### config.mk
export PLATFORM = sky130hd
export DESIGN_NAME = tick_period_monitor_flat
export DESIGN_NICKNAME = d
export VERILOG_FILES = /design/src/rtl/tick_period_monitor_if.sv /design/src/rtl/tick_period_monitor.sv /design/src/flat_wrapper.sv
export SDC_FILE = /design/constraint.sdc
export NUM_CORES = 1
export LEC_CHECK = 0
export CAP_MARGIN = 20
export CORE_ASPECT_RATIO = 0.7
export CORE_MARGIN = 10
export CORE_UTILIZATION = 42
export CTS_CLUSTER_SIZE = 40
export DETAILED_ROUTE_END_ITERATION = 12
export GPL_TIMING_DRIVEN = 0
export PLACE_DENSITY = 0.74
export SYNTH_ARGS = -nofsm -noshare
export SYNTH_HDL_FRONTEND = slang
export SYNTH_SLANG_ARGS = --single-unit
### constraint.sdc
create_clock -name clk -period 2.3 [get_ports clk]
set_input_delay 0.345 -clock clk [delete_from_list [all_inputs] [get_ports clk]]
set_output_delay 0.345 -clock clk [all_outputs]
set_load 0.1 [all_outputs]
### src/rtl/tick_period_monitor_if.sv
// Tick strobe in, period measurement and lock/error status out.
// The monitor sits on the slave side; the tick source and consumers use the master side.
interface tick_period_monitor_if #(
  parameter int CNT_W = 8
);
  logic             tick_in;
  logic [CNT_W-1:0] period_out;
  logic             period_valid;
  logic             locked;
  logic             err_short;
  logic             err_missing;
  logic [15:0]      err_count;

  modport master (
    output tick_in,
    input  period_out, period_valid, locked, err_short, err_missing, err_count
  );

  modport slave (
    input  tick_in,
    output period_out, period_valid, locked, err_short, err_missing, err_count
  );
endinterface

### src/rtl/tick_period_monitor.sv
// Measures tick-to-tick distance of a slow strobe, locks after LOCK_COUNT good periods.
// All outputs are registered: period/error results appear one cycle after the tick edge.
module tick_period_monitor #(
  parameter int PERIOD     = 28,
  parameter int TOL        = 0,
  parameter int LOCK_COUNT = 4,
  parameter int CNT_W      = 8
) (
  input logic                  clk,
  input logic                  rst,
  tick_period_monitor_if.slave bus
);
  localparam int GW = $clog2(LOCK_COUNT + 1);
  localparam logic [CNT_W-1:0] LO      = CNT_W'(PERIOD - TOL);
  localparam logic [CNT_W-1:0] HI      = CNT_W'(PERIOD + TOL);
  localparam logic [CNT_W-1:0] TMO     = CNT_W'(PERIOD + TOL + 1);
  localparam logic [CNT_W-1:0] CNT_MAX = '1;
  localparam logic [GW-1:0]    LOCK_N  = GW'(LOCK_COUNT);

  typedef enum logic [1:0] {IDLE, ACQUIRE, LOCKED} state_t;

  state_t           state, state_nxt;
  logic [GW-1:0]    good_cnt, good_nxt, good_inc;
  logic [CNT_W-1:0] cnt;
  logic             tick_prev;
  logic             tick;
  logic             good, short_p, long_p, timeout;
  logic             meas, short_nxt, missing_nxt;

  assign tick     = bus.tick_in & ~tick_prev;
  assign short_p  = cnt < LO;
  assign long_p   = cnt > HI;
  assign good     = ~short_p & ~long_p;
  // A tick landing exactly on the threshold is measured as a long period instead.
  assign timeout  = ~tick && (cnt == TMO);
  assign good_inc = good_cnt + 1'b1;

  always_comb begin
    state_nxt   = state;
    good_nxt    = good_cnt;
    meas        = 1'b0;
    short_nxt   = 1'b0;
    missing_nxt = 1'b0;
    case (state)
      IDLE: begin
        if (tick) begin
          state_nxt = ACQUIRE;
          good_nxt  = '0;
        end
      end
      ACQUIRE: begin
        if (tick) begin
          meas = 1'b1;
          if (good) begin
            good_nxt = good_inc;
            if (good_inc == LOCK_N) state_nxt = LOCKED;
          end else begin
            good_nxt = '0;
          end
        end else if (timeout) begin
          good_nxt = '0;
        end
      end
      LOCKED: begin
        if (tick) begin
          meas = 1'b1;
          if (short_p) begin
            short_nxt = 1'b1;
            state_nxt = ACQUIRE;
            good_nxt  = '0;
          end else if (long_p) begin
            missing_nxt = 1'b1;
            state_nxt   = ACQUIRE;
            good_nxt    = '0;
          end
        end else if (timeout) begin
          missing_nxt = 1'b1;
          state_nxt   = ACQUIRE;
          good_nxt    = '0;
        end
      end
      default: begin
        state_nxt = IDLE;
        good_nxt  = '0;
      end
    endcase
  end

  always_ff @(posedge clk) begin
    if (rst) begin
      state            <= IDLE;
      good_cnt         <= '0;
      cnt              <= '0;
      tick_prev        <= 1'b0;
      bus.period_out   <= '0;
      bus.period_valid <= 1'b0;
      bus.locked       <= 1'b0;
      bus.err_short    <= 1'b0;
      bus.err_missing  <= 1'b0;
      bus.err_count    <= '0;
    end else begin
      state            <= state_nxt;
      good_cnt         <= good_nxt;
      tick_prev        <= bus.tick_in;
      if (tick)                cnt <= CNT_W'(1);
      else if (cnt != CNT_MAX) cnt <= cnt + 1'b1;
      bus.period_valid <= meas;
      if (meas) bus.period_out <= cnt;
      bus.locked       <= (state_nxt == LOCKED);
      bus.err_short    <= short_nxt;
      bus.err_missing  <= missing_nxt;
      if ((short_nxt | missing_nxt) && (bus.err_count != 16'hFFFF))
        bus.err_count <= bus.err_count + 16'd1;
    end
  end
endmodule
### src/flat_wrapper.sv
// flat-port wrapper written by rule: the top's interface ports become plain ports
module tick_period_monitor_flat 
#(
  parameter int PERIOD     = 28,
  parameter int TOL        = 0,
  parameter int LOCK_COUNT = 4,
  parameter int CNT_W      = 8
)
  (clk, rst, bus_tick_in, bus_period_out, bus_period_valid, bus_locked, bus_err_short, bus_err_missing, bus_err_count);
  tick_period_monitor_if #(.CNT_W(CNT_W)) bus_i ();
  input logic clk;
  input logic rst;
  input wire logic [$bits(bus_i.tick_in)-1:0] bus_tick_in;
  output wire logic [$bits(bus_i.period_out)-1:0] bus_period_out;
  output wire logic [$bits(bus_i.period_valid)-1:0] bus_period_valid;
  output wire logic [$bits(bus_i.locked)-1:0] bus_locked;
  output wire logic [$bits(bus_i.err_short)-1:0] bus_err_short;
  output wire logic [$bits(bus_i.err_missing)-1:0] bus_err_missing;
  output wire logic [$bits(bus_i.err_count)-1:0] bus_err_count;
  assign bus_i.tick_in = bus_tick_in;
  assign bus_period_out = bus_i.period_out;
  assign bus_period_valid = bus_i.period_valid;
  assign bus_locked = bus_i.locked;
  assign bus_err_short = bus_i.err_short;
  assign bus_err_missing = bus_i.err_missing;
  assign bus_err_count = bus_i.err_count;
  tick_period_monitor #(.PERIOD(PERIOD), .TOL(TOL), .LOCK_COUNT(LOCK_COUNT), .CNT_W(CNT_W)) u_core (.clk(clk), .rst(rst), .bus(bus_i));
endmodule
==> results.yml, run 1 <==
status:
  status: "completed"
die:
  die_h_um: 79.3
  die_area_sq_um: 8310
  num_rows: 21
  pin_count: 31
  fp.dieW_um: 105
  coreArea_sq_um: 4810
  initial_core_util_pct: 43.9
power:
  p_leak_nw: 0.956
  irDropWorstVdd_mv: 0.320
  total_power_mw: 1.55
  p_per_area_nw_per_um2: 587
layout:
  fin_nets: 287
  ff_latch_area_sq_um: 846
  multi_input_area_sq_um: 1190
  drive_gt1_share_pct: 8.36
  n_antenna_cell: 0
  area_growth_pct: 25.1
  finalNonFillerCells: 344
  fill_cells: 422
synth:
  syn_nets: 251
  synth_seq_cells: 42
  post-synth-top-count-cell: "dfxtp_1"
  yosys.area_share.adder_pct: 5.93
  yosysSeqAreaShare_pct: 39.8
  synthDistinctLibCells: 48
  synthArstFlopShare_pct: 0
  synthTopCellsByCount: "dfxtp_1 (42), nor2_1 (23), a21oi_1 (21)"
  synth-edff-count: 0
  synth_top_area_share_pct: 39.8
  synthSimpleGateAreaFrac_pct: 27.1
  synth_top_family_by_area: "simple AND/OR/NAND/NOR gates"
  synthCells: 238
  yosys-top-cells-area: "dfxtp_1 (40%), ha_1 (5.9%), a21oi_1 (5.0%)"
  synth-compound-area-share_pct: 16.8
  synth_xor_area_share_pct: 2.90
  ys_warn_count: 0
  synth_top_cell_by_area: "dfxtp_1"
  syn_area_sq_um: 2110
  synth_flop_cell: "dfxtp_1"
  syn_area_per_cell_sq_um: 8.87
  synth_mux_area_share_pct: 3.32
worst_hold_path:
  min_delay_worst_endpoint: "u_core.bus.period_out[1]"
  worstHoldStart: "u_core.bus.period_out[1]"
  hold_path_class: "register to register"
  hold_depth: 2
flow_run:
  max_cap_violations: 0
worst_setup_path:
  worstPathMaxFanout: 6
  critPathTopFamily: "buffers and inverters"
  r2r_cells: 7
  path_buf_inv: 1
  cp_slowest_cell: "clkdlybuf4s50_1"
  critPathMaxStageDelay_ns: 1.17
  crit_path_end_kind: "output pin"
  rrSetupSlack_ns: 0.15
  start_kind: "register"
  worst-endpoint-required_ns: 1.96
  rr_startpoint: "u_core.cnt[0]"
  crit_type: "register to output pin"
  arrival_ns: 1.91
  cp_cell_sequence: "clkdlybuf4s50_1"
  r2r_end: "u_core.bus.err_count[7]"
sta:
  finalSetupTns_ns: 0
  period_needed_ns: 2.26
  tightest_slew_ns: 0.995
  fmax_ghz: 0.443
  final_max_slew_viol_count: 0
  whs_ns: 0.473
  rsz0062_at_grt: "false"
  fin_crit_sh_pct: 98.1
  clock_skew_ns: 0.00762
  maxSlewHeadroom_pct: 33.5
  hold_violations: 0
  finalSetupViolations: 0
grt:
  grt.total_usage_pct: 12.5
  grt_pass1_wl_mm: 8.69
  antenna_found_initial: 0
  overflow: 0
  grt_pass1_vias: 1735
  grt_max_degree: 15
cts:
  clock_latency_ns: 0.30
  postCtsSetupBuffers: 0
  clkTransAtPathRegs_ns: 0.09
  root_buffer: "clkbuf_8"
  ctsHoldBuffers: 0
  tritoncts: "yes"
  cts_max_level: 2
  clockBufferDepth: 2
  cts_made_buffers: 5
  cts.repair.resized: 1
  cts.sink_count: 42
detailed_routing:
  drtIter0Drc: 140
  wire_per_inst_um: 15.0
  dr.pass1.iters: 5
  ant_nets: 0
  drcViolationCount: 0
  drt-total-wl_mm: 5.16
  via_per_inst: 5.50
  vias: 1893
place:
  hpwlAfterDp_mm: 3.90
  place.gp.congestion: 0.834
  dp_cells: 336
  io_buffers: 29
==> state kept, by name (all words and copies together) (netlist names) <==
signal,count
u_core.bus.period_out,8
u_core.tick_prev,1
u_core.state,2
u_core.bus.err_short,1
u_core.bus.err_count,16
u_core.good_cnt,3
u_core.bus.period_valid,1
u_core.cnt,8
u_core.bus.locked,1
u_core.bus.err_missing,1
==> worst max-delay path by stage <==
| stage | endpoint | depth (start not counted) | start | slack [ns] |
|---|---|---|---|---|
| after floorplan | u_core.bus.err_count[5] | 6 | u_core.bus.err_count[1] | 0.02 |
| after global placement | u_core.bus.err_count[12] | 7 | bus_tick_in | -0.24 |
| after detailed placement | u_core.bus.err_count[7] | 7 | bus_tick_in | -0.25 |
| after CTS | bus_err_count[4] | 1 | u_core.bus.err_count[4] | 0.03 |
| after global routing | bus_err_count[2] | 1 | u_core.bus.err_count[2] | 0.002 |
| final | bus_err_count[2] | 1 | u_core.bus.err_count[2] | 0.04 |
==> cells by family after synthesis <==
kind of cell,count (synthesis)
and+or+nand+nor,98
AOI/OAI and AO/OA,54
DFF,42
buffers and inverters,20
adders and majority gates,10
xor gates and xnor gates,7
muxes,7
==> final cells by class <==
| type | instances | share of cell area (%) |
|---|---|---|
| inverters | 11 | 1.56 |
| well taps | 69 | 3.27 |
| flip-flops and latches | 42 | 32.0 |
| repair buffers | 29 | 11.1 |
| clock buffers | 5 | 2.61 |
| plain buffers | 9 | 1.71 |
| multi-input cells | 176 | 45.1 |
| clock inverters | 3 | 2.61 |
==> per-layer routing <==
metal | track usage [%] | routed length [um] | vias up
met5 | 0 | 0 | -
li1 | - | - | 956
met1 | 17.4 | 2710 | 881
met3 | 4.27 | 389 | 3
met4 | 3.96 | 27 | 0
met2 | 17.4 | 2030 | 53
==> cells in the final DEF (no fill, tap or decap), types with 5 or more instances in the layout <==
cell	n
nor2_1	23
mux2i_1	7
nand4_1	9
clkbuf_8	5
ha_1	10
inv_1	11
nand2_1	11
clkbuf_1	5
a21oi_1	21
dfxtp_1	38
o31ai_1	8
xnor2_1	5
or4_1	7
nor3_1	5
clkdlybuf4s50_1	26
nand2b_1	5
nand3_1	10
==> power by group <==
| part | total, mW | leakage, nW | internal [mW] | switching, mW |
|---|---|---|---|---|
| registers | 0.743 | 0.341 | 0.733 | 0.00922 |
| logic | 0.0972 | 0.546 | 0.0333 | 0.0639 |
| clock network | 0.710 | 0.0683 | 0.435 | 0.275 |
| total | 1.55 | 0.956 | 1.20 | 0.348 |
==> per-stage QoR <==
step	util [%]	cell area [sq um]	worst slack, ns
after floorplan	-	2120	0.0166
after detailed placement	51.8	2490	-0.245
after global placement	51.8	2490	-0.242
after CTS	54.7	2630	0.0346
after global routing	54.9	2640	0.00184
final	54.9	2640	0.0428
Note: power is estimated with default switching activity, not from simulation.
==> run 2: changes to the inputs <==
--- a/config.mk
+++ b/config.mk
@@ -16,3 +16,4 @@
 export SYNTH_ARGS = -nofsm -noshare
 export SYNTH_HDL_FRONTEND = slang
 export SYNTH_SLANG_ARGS = --single-unit
+export TNS_END_PERCENT = 30
==> run 2 against run 1 <==
Net effect: count of clock-buffer cells in the layout is the same; power is 6.6% lower; sequential share of layout area grew 0.28 points; core utilization down 0.47 points; critical endpoint is now bus_err_count[0]; largest cell class unchanged.
==> results.yml, run 2 (synthesis gave the netlist of run 1 again) <==
worst_setup_path:
  crit_end: "bus_err_count[0]"
  cp_slowest_cell: "clkdlybuf4s50_1"
  path_buf_inv: 1
  r2r_cells: 8
  cp.depth: 1
  crit_path_end_kind: "output pin"
  arrival_ns: 1.91
  worstPathMaxFanout: 5
  start_kind: "register"
  r2r_end: "u_core.bus.err_count[5]"
  critPathLaunch: "u_core.bus.err_count[0]"
  rr_startpoint: "u_core.state[0]"
  crit_type: "register to output pin"
  cp_cell_sequence: "clkdlybuf4s50_1"
  critPathMaxStageDelay_ns: 1.17
  critPathTopFamily: "buffers and inverters"
  worst-endpoint-required_ns: 1.96
  rrSetupSlack_ns: 0.14
sta:
  whs_ns: 0.463
  final_max_slew_viol_count: 0
  period_needed_ns: 2.26
  fmax_ghz: 0.443
  tightest_slew_ns: 0.983
  finalSetupTns_ns: 0
  clock_skew_ns: 0.00857
  maxSlewHeadroom_pct: 34.2
  hold_violations: 0
  finalSetupViolations: 0
  fin_crit_sh_pct: 98.2
layout:
  fin_util_pct: 54.5
  final_common_cell: "dfxtp_1"
  drive_gt1_share_pct: 8.36
  largest_register_ffs: 16
  n_antenna_cell: 0
  top_register: "u_core.bus.err_count"
  fin_nets: 287
  area_growth_pct: 24.1
  fill_cells: 441
  final_cell_mix: "dfxtp_1 (38), clkdlybuf4s50_1 (25), nor2_1 (23), a21oi_1 (21)"
  reg.largest.list: "u_core.bus.err_count: 16 flops, u_core.bus.period_out: 8 flops, u_core.cnt: 8 flops"
detailed_routing:
  vias: 1934
  via_per_inst: 5.62
  drtIter0Drc: 119
  wire_per_inst_um: 15.7
  drt-total-wl_mm: 5.40
  drcViolationCount: 0
  dr.pass1.iters: 4
  ant_nets: 0
cts:
  tritoncts: "yes"
  cts.sink_count: 42
  ctsHoldBuffers: 0
  postCtsSetupBuffers: 0
  cts_max_level: 2
  clockBufferDepth: 2
  root_buffer: "clkbuf_8"
  cts_made_buffers: 5
  clkTransAtPathRegs_ns: 0.09
  clock_latency_ns: 0.30
die:
  die_area_sq_um: 8310
  die_h_um: 79.3
  num_rows: 21
  initial_core_util_pct: 43.9
  fp.dieW_um: 105
  coreArea_sq_um: 4810
  pin_count: 31
grt:
  overflow: 0
  grt.total_usage_pct: 12.9
  antenna_found_initial: 0
  grt_pass1_vias: 1775
  grt_max_degree: 15
  grt_pass1_wl_mm: 8.95
status:
  status: "completed"
place:
  io_buffers: 29
  hpwlAfterDp_mm: 4.01
  place.gp.congestion: 0.831
worst_hold_path:
  hold_path_class: "input port to register"
flow_run:
  max_cap_violations: 0
power:
  p_leak_nw: 0.964
  irDropWorstVdd_mv: 0.266
  p_per_area_nw_per_um2: 553
==> run 2: cell types whose count changed in the layout (fill, tap and decap cells not counted) <==
cell	before	now
bufinv_16	2	1
clkinv_4	1	0
inv_6	0	1
clkdlybuf4s50_1	26	25
clkinv_2	0	1
dlymetal6s2s_1	2	3
==> run 2: worst min path at each step <==
stage | start | cells past startpoint | slack (ns) | to
final | rst | 2 | 0.46 | u_core.bus.period_valid
after global routing | u_core.bus.period_out[0] | 2 | 0.51 | u_core.bus.period_out[0]
after CTS | rst | 2 | 0.47 | u_core.state[1]
after detailed placement | u_core.bus.period_out[1] | 2 | 0.46 | u_core.bus.period_out[1]
after global placement | u_core.bus.period_out[0] | 2 | 0.46 | u_core.bus.period_out[0]
after floorplan | u_core.good_cnt[1] | 2 | 0.46 | u_core.good_cnt[1]
==> run 2: where the power goes <==
group	switching (mW)	internal, mW
combinational	0.0653	0.0334
clock	0.280	0.326
sequential	0.00942	0.734
total	0.355	1.09
==> run 2: timing repair <==
| action | 4_1_cts | 5_1_grt |
|---|---|---|
| pin swaps | 0 | 0 |
| gates resized for setup | 2 | 5 |
| setup endpoints to repair | 2 | 7 |
| cloned | 0 | 0 |
==> run 2: layer usage <==
metal  part of all wire (%)  GRT usage, %  vias up
met4                   0.74          3.14        0
met3                    9.2          4.27        7
met5                      0             0        -
met2                     41          18.1       70
met1                     49          18.3      895
li1                       -             -      962
==> run 2: cell type report <==
| type | count | area [sq um] | area share, % |
|---|---|---|---|
| clock buffers | 5 | 68.8 | 2.63 |
| well taps | 69 | 86.3 | 3.30 |
| flip-flops and latches | 42 | 846 | 32.3 |
| multi-input cells | 176 | 1190 | 45.5 |
| clock inverters | 3 | 43.8 | 1.67 |
| inverters | 11 | 41.3 | 1.58 |
| repair buffers | 29 | 297 | 11.3 |
| plain buffers | 9 | 45.0 | 1.72 |
==> run 2: stage by stage <==
| stage | power [mW] | worst slack (ns) | instance area, sq um | cells |
|---|---|---|---|---|
| floorplan | 0.831 | -0.0180 | 2110 | 238 |
| global placement | 0.854 | -0.245 | 2490 | 336 |
| detailed placement | 0.855 | -0.285 | 2490 | 336 |
| CTS | 1.45 | 0.0278 | 2600 | 344 |
| global route | 1.49 | -0.00299 | 2620 | 344 |
| finish | 1.45 | 0.0419 | 2620 | 344 |
